==> src/rtl/mem_arbiter_if.sv <==
// Memory-side bus of mem_arbiter: registered request/address/data from the arbiter,
// acknowledge and read data back from memory.
interface mem_arbiter_if;
  logic       mem_req;
  logic [7:0] addr;
  logic [7:0] data_out;
  logic       we;
  logic       mem_ready;
  logic [7:0] data_in;

  modport master (output mem_req, addr, data_out, we, input mem_ready, data_in);
  modport slave  (input mem_req, addr, data_out, we, output mem_ready, data_in);
endinterface

==> src/rtl/mem_arbiter.sv <==
// Fetch/execute arbiter for a single 8-bit memory port, with a per-transaction watchdog.
// Define MEM_ARB_RR_EN for round-robin tie-breaking; otherwise exec has fixed priority.
module mem_arbiter #(
  parameter int TIMEOUT = 15
) (
  input  logic                 clk,
  input  logic                 rst,
  input  logic                 fetch_req,
  input  logic [7:0]           fetch_addr,
  output logic                 fetch_ready,
  input  logic                 exec_req,
  input  logic [7:0]           exec_addr,
  input  logic [7:0]           exec_data_out,
  input  logic                 exec_we,
  output logic                 exec_ready,
  output logic [7:0]           rdata,
  output logic                 err,
  output logic                 busy,
  output logic                 owner,
  mem_arbiter_if.master        mem
);

  typedef enum logic [1:0] {IDLE, WAIT, RELEASE} state_t;

  state_t     state;
  logic [7:0] cnt;
  logic       any_req;
  logic       grant_exec;
  logic       tmo_hit;
  logic       owner_req;

  always_comb begin
    any_req = fetch_req | exec_req;
`ifdef MEM_ARB_RR_EN
    // On a tie, hand the port to whoever did not have it last.
    grant_exec = exec_req & (~fetch_req | ~owner);
`else
    grant_exec = exec_req;
`endif
    tmo_hit   = (TIMEOUT != 0) && (({1'b0, cnt} + 9'd1) == 9'(TIMEOUT));
    owner_req = owner ? exec_req : fetch_req;
  end

  always_ff @(posedge clk or negedge rst) begin
    if (!rst) begin
      state        <= IDLE;
      cnt          <= 8'd0;
      mem.mem_req  <= 1'b0;
      mem.addr     <= 8'd0;
      mem.data_out <= 8'd0;
      mem.we       <= 1'b0;
      fetch_ready  <= 1'b0;
      exec_ready   <= 1'b0;
      rdata        <= 8'd0;
      err          <= 1'b0;
      busy         <= 1'b0;
      owner        <= 1'b1;
    end else begin
      case (state)
        IDLE: begin
          if (any_req) begin
            owner        <= grant_exec;
            mem.addr     <= grant_exec ? exec_addr : fetch_addr;
            mem.data_out <= grant_exec ? exec_data_out : 8'd0;
            mem.we       <= grant_exec & exec_we;
            mem.mem_req  <= 1'b1;
            busy         <= 1'b1;
            cnt          <= 8'd0;
            state        <= WAIT;
          end
        end
        WAIT: begin
          // An acknowledge on the watchdog's final cycle still counts as success.
          if (mem.mem_ready || tmo_hit) begin
            if (mem.mem_ready && !mem.we) rdata <= mem.data_in;
            err         <= ~mem.mem_ready;
            mem.mem_req <= 1'b0;
            mem.we      <= 1'b0;
            if (owner) exec_ready  <= 1'b1;
            else       fetch_ready <= 1'b1;
            state       <= RELEASE;
          end else begin
            cnt <= cnt + 8'd1;
          end
        end
        RELEASE: begin
          if (!owner_req) begin
            fetch_ready <= 1'b0;
            exec_ready  <= 1'b0;
            busy        <= 1'b0;
            state       <= IDLE;
          end
        end
        default: state <= IDLE;
      endcase
    end
  end

endmodule

==> src/flat_wrapper.sv <==
// flat-port wrapper written by rule: the top's interface ports become plain ports
module mem_arbiter_flat 
#(
  parameter int TIMEOUT = 15
)
  (clk, rst, fetch_req, fetch_addr, fetch_ready, exec_req, exec_addr, exec_data_out, exec_we, exec_ready, rdata, err, busy, owner, mem_mem_req, mem_addr, mem_data_out, mem_we, mem_mem_ready, mem_data_in);
  mem_arbiter_if mem_i ();
  input  logic clk;
  input  logic rst;
  input  logic fetch_req;
  input  logic [7:0] fetch_addr;
  output logic fetch_ready;
  input  logic exec_req;
  input  logic [7:0] exec_addr;
  input  logic [7:0] exec_data_out;
  input  logic exec_we;
  output logic exec_ready;
  output logic [7:0] rdata;
  output logic err;
  output logic busy;
  output logic owner;
  output wire logic [$bits(mem_i.mem_req)-1:0] mem_mem_req;
  output wire logic [$bits(mem_i.addr)-1:0] mem_addr;
  output wire logic [$bits(mem_i.data_out)-1:0] mem_data_out;
  output wire logic [$bits(mem_i.we)-1:0] mem_we;
  input wire logic [$bits(mem_i.mem_ready)-1:0] mem_mem_ready;
  input wire logic [$bits(mem_i.data_in)-1:0] mem_data_in;
  assign mem_mem_req = mem_i.mem_req;
  assign mem_addr = mem_i.addr;
  assign mem_data_out = mem_i.data_out;
  assign mem_we = mem_i.we;
  assign mem_i.mem_ready = mem_mem_ready;
  assign mem_i.data_in = mem_data_in;
  mem_arbiter #(.TIMEOUT(TIMEOUT)) u_core (.clk(clk), .rst(rst), .fetch_req(fetch_req), .fetch_addr(fetch_addr), .fetch_ready(fetch_ready), .exec_req(exec_req), .exec_addr(exec_addr), .exec_data_out(exec_data_out), .exec_we(exec_we), .exec_ready(exec_ready), .rdata(rdata), .err(err), .busy(busy), .owner(owner), .mem(mem_i));
endmodule
==> config.mk <==
export PLATFORM = sky130hd
export DESIGN_NAME = mem_arbiter_flat
export DESIGN_NICKNAME = d
export VERILOG_FILES = /design/src/rtl/mem_arbiter_if.sv /design/src/rtl/mem_arbiter.sv /design/src/flat_wrapper.sv
export SDC_FILE = /design/constraint.sdc
export NUM_CORES = 1
export LEC_CHECK = 0
export BUFFER_PORTS_ARGS = -buffer_cell sky130_fd_sc_hd__clkbuf_2
export CORE_ASPECT_RATIO = 0.5
export CORE_UTILIZATION = 35
export DETAILED_ROUTE_END_ITERATION = 10
export PLACE_DENSITY = 0.73
export SLEW_MARGIN = 30
export SYNTH_ARGS = -nofsm -noshare
export SYNTH_HDL_FRONTEND = slang
export SYNTH_SLANG_ARGS = --single-unit
==> constraint.sdc <==
create_clock -name clk -period 2.1 [get_ports clk]
set_input_delay 0.21 -clock clk [delete_from_list [all_inputs] [get_ports clk]]
set_output_delay 0.21 -clock clk [all_outputs]
set_load 0.005 [all_outputs]
==> results_dict.tcl <==
set metrics [dict create \
    status "finished, final reports clean" \
    hp-start "exec_data_out[6]" \
    crit_arrival_ns 2.14 \
    peakVddDrop_v 0.000595 \
    layout_commonest_cell "clkbuf_2" \
    wirelength_mm 4.07 \
    ys_seq_area_frac 0.545 \
    layout.nets 285 \
    ys_ff_latch 41 \
    drc 0 \
    cts_tree "built" \
    finalHoldViolations 0 \
    rr_endpoint "u_core.cnt[5]" \
    postLayoutCoreUtil 0.486 \
    vias 1578 \
    hold_class "input pin to flop" \
    avgSynthCellArea_um2 11.2 \
    grt_overflow_total 0 \
    powerDensity_nw_per_um2 1300 \
    rr_startpoint "u_core.cnt[1]" \
    final-max-slew-violation-count 0 \
    port_buffers 68 \
    syn_to_final_growth_pct 29.9 \
    rsz0062_at_grt "no" \
    p_sw_uw 1150 \
    postSynthCellCount 168 \
    drive_above_1_share 0.411 \
    grt_max_degree 42 \
    clock_path_buffers 2 \
    worstPathMaxFanout 10 \
    final_cell_mix "clkbuf_2, dfrtp_1, o21ai_0" \
    setup_violations 0 \
    timing.max_cap.violations 0 \
    cp-start-kind "flop" \
    routedWlPerCell_um 12.9 \
    clock_skew_ns 0.00985 \
    slew_headroom 0.659 \
    ff2ff_path_depth 7 \
    syn_nets 208 \
    setup_slack_ns 0.139 \
    core_region_area_um2 5040 \
    fin_crit_sh 0.934 \
    dieHeight_um 53.9 \
    drt_first_pass_iters 4 \
    crit_type "flop to flop" \
    netSwitchingFraction 0.360 \
    period_needed_ns 1.96 \
    clk_pin_slew_worst_paths_ns 0.08 \
    p_comb_frac 0.393 \
    root_buffer "clkbuf_8" \
    grt_pass1_vias 1399 \
    start_util 0.374 \
    p_clk_frac 0.170 \
    num_antenna_cells 0 \
    cts_htree_levels 2 \
    endpoint_kind "flop" \
    cts_buffers 5 \
    grt_pass1_wl_mm 6.32 \
    fin_tns_setup_ns 0 \
    timing.fmax_ghz 0.510 \
    sequentialPowerShare 0.437 \
    place_congestion 0.809 \
    dp_slack_ns 0.139 \
    netlist_area_um2 1890 \
    intPower_uw 2040 \
    pin_count 69 \
    yosys_warnings 0 \
    dieWidth_um 106 \
    clock-sinks 41 \
    viasPerCell 4.99 \
    hold_end "u_core.mem.data_out[6]" \
    p_leak_uw 0.00128 \
    die-area_um2 5700 \
    grt_use_total 0.143 \
    antenna_found_initial 0 \
    worstMarginPinSlew_ns 0.512 \
    n_fill_cell 470 \
    std_cell_rows 18 \
    cts_setup_buffers 0 \
    r2r_slack_ns 0.14 \
    drtAntennaViolNets 0 \
    crit_required_ns 2.28 \
    drt_iter0_drc 60 \
    synth_cell_types 39 \
    clock_latency_ns 0.29 \
    hold_depth 2 \
    dp_hpwl_mm 3.04 \
]
worst max path at each step:
stage,from,endpoint,slack (ns),cells past startpoint
floorplan,u_core.cnt[0],u_core.cnt[2],0.11,8
global placement,u_core.cnt[0],u_core.cnt[2],0.19,7
detailed placement,u_core.cnt[1],u_core.cnt[2],0.14,7
CTS,u_core.cnt[1],u_core.cnt[5],0.13,7
global route,u_core.cnt[1],u_core.cnt[6],0.009,7
finish,u_core.cnt[1],u_core.cnt[5],0.14,7
cell type report:
type,count,area [um2],share of cell area
inverter,6,22.5,0.00919
timing repair buffer,77,410,0.168
clock buffer,6,82.6,0.0337
clock inverter,2,13.8,0.00562
sequential,41,1030,0.419
multi-input combinational,114,806,0.329
tap,70,87.6,0.0358
critical path: stages (launching register included):
cell     delay, ns
dfrtp_1       0.36
ha_1          0.24
nand3_2       0.11
or2_4         0.29
mux2i_4       0.20
o21ai_4       0.12
and2_4        0.22
a211o_1       0.29
synth_stat cells:
master / count / area share
nand2b_1: 2 / 0.0066
o22ai_1: 1 / 0.0033
buf_1: 2 / 0.0040
and2_4: 1 / 0.0046
ha_1: 2 / 0.013
nor2_1: 9 / 0.018
a21oi_1: 4 / 0.011
a2bb2oi_1: 1 / 0.0046
o21ai_0: 16 / 0.042
dfrtp_1: 40 / 0.53
dfstp_2: 1 / 0.014
nand2_1: 13 / 0.026
mux2i_4: 1 / 0.012
nor3_1: 2 / 0.0053
o21ai_4: 1 / 0.0086
a211o_1: 4 / 0.019
inv_1: 6 / 0.012
and3_1: 2 / 0.0066
mux2_2: 8 / 0.048
nand3_1: 6 / 0.016
a21o_1: 3 / 0.012
a22o_1: 8 / 0.037
or2_4: 1 / 0.0046
buf_6: 1 / 0.0060
a32oi_1: 1 / 0.0046
nand4_1: 3 / 0.010
nor3b_1: 2 / 0.0080
a31o_2: 1 / 0.0046
o31ai_1: 4 / 0.016
clkbuf_1: 4 / 0.0080
and2_1: 2 / 0.0066
nor2b_1: 1 / 0.0033
o22a_1: 1 / 0.0046
mux2i_1: 9 / 0.048
xnor2_1: 1 / 0.0046
nand3_2: 1 / 0.0053
nor4_1: 1 / 0.0033
xor2_1: 1 / 0.0046
and3_2: 1 / 0.0040
through the flow:
step	power [uW]	area [um2]	instances	hold slack [ns]
4_1_cts	3220	2450	316	0.123
5_1_grt	3440	2450	316	0.118
6_report	3190	2450	316	0.126
3_3_place_gp	2600	2340	307	0.300
3_5_place_dp	2670	2340	307	0.312
2_1_floorplan	2090	1890	168	-0.0856
what timing repair did:
action | in CTS | in global routing
hold buffers | 1 | 0
gates resized for setup | 0 | 0
endpoints found under the hold margin | 23 | 0
endpoints found under the setup margin | 0 | 0
layer usage:
layer | up-vias | global-route usage | routed length (um)
met5 | - | 0 | 0
met4 | 0 | 0.0509 | 46
met3 | 6 | 0.0327 | 128
met2 | 33 | 0.256 | 2040
met1 | 776 | 0.177 | 1850
li1 | 763 | - | -
power by group through the flow:
stage	logic, uW	registers [uW]	clock network, uW
final	1250	1390	542
after global routing	1410	1440	595
after CTS	1270	1390	556
after detailed placement	1270	1410	0
after global placement	1220	1380	0
after floorplan	703	1390	0
state kept, by name (all words and copies together) (netlist names):
signal               cells
u_core.exec_ready        1
u_core.mem.mem_req       1
u_core.mem.we            1
u_core.state             2
u_core.busy              1
u_core.mem.data_out      8
u_core.rdata             8
u_core.err               1
u_core.fetch_ready       1
u_core.cnt               8
u_core.owner             1
u_core.mem.addr          8
cells by family after synthesis:
kind of cell | count (synthesis) | synth area share
AO/OA/AOI/OAI | 45 | 0.167
XOR/XNOR | 2 | 0.00929
adder cells (fa/ha/maj) | 2 | 0.0133
buffers and inverters | 13 | 0.0299
flip-flops | 41 | 0.545
multiplexers | 18 | 0.108
AND/OR/NAND/NOR | 47 | 0.128
Power figures use the tool's default switching activity.
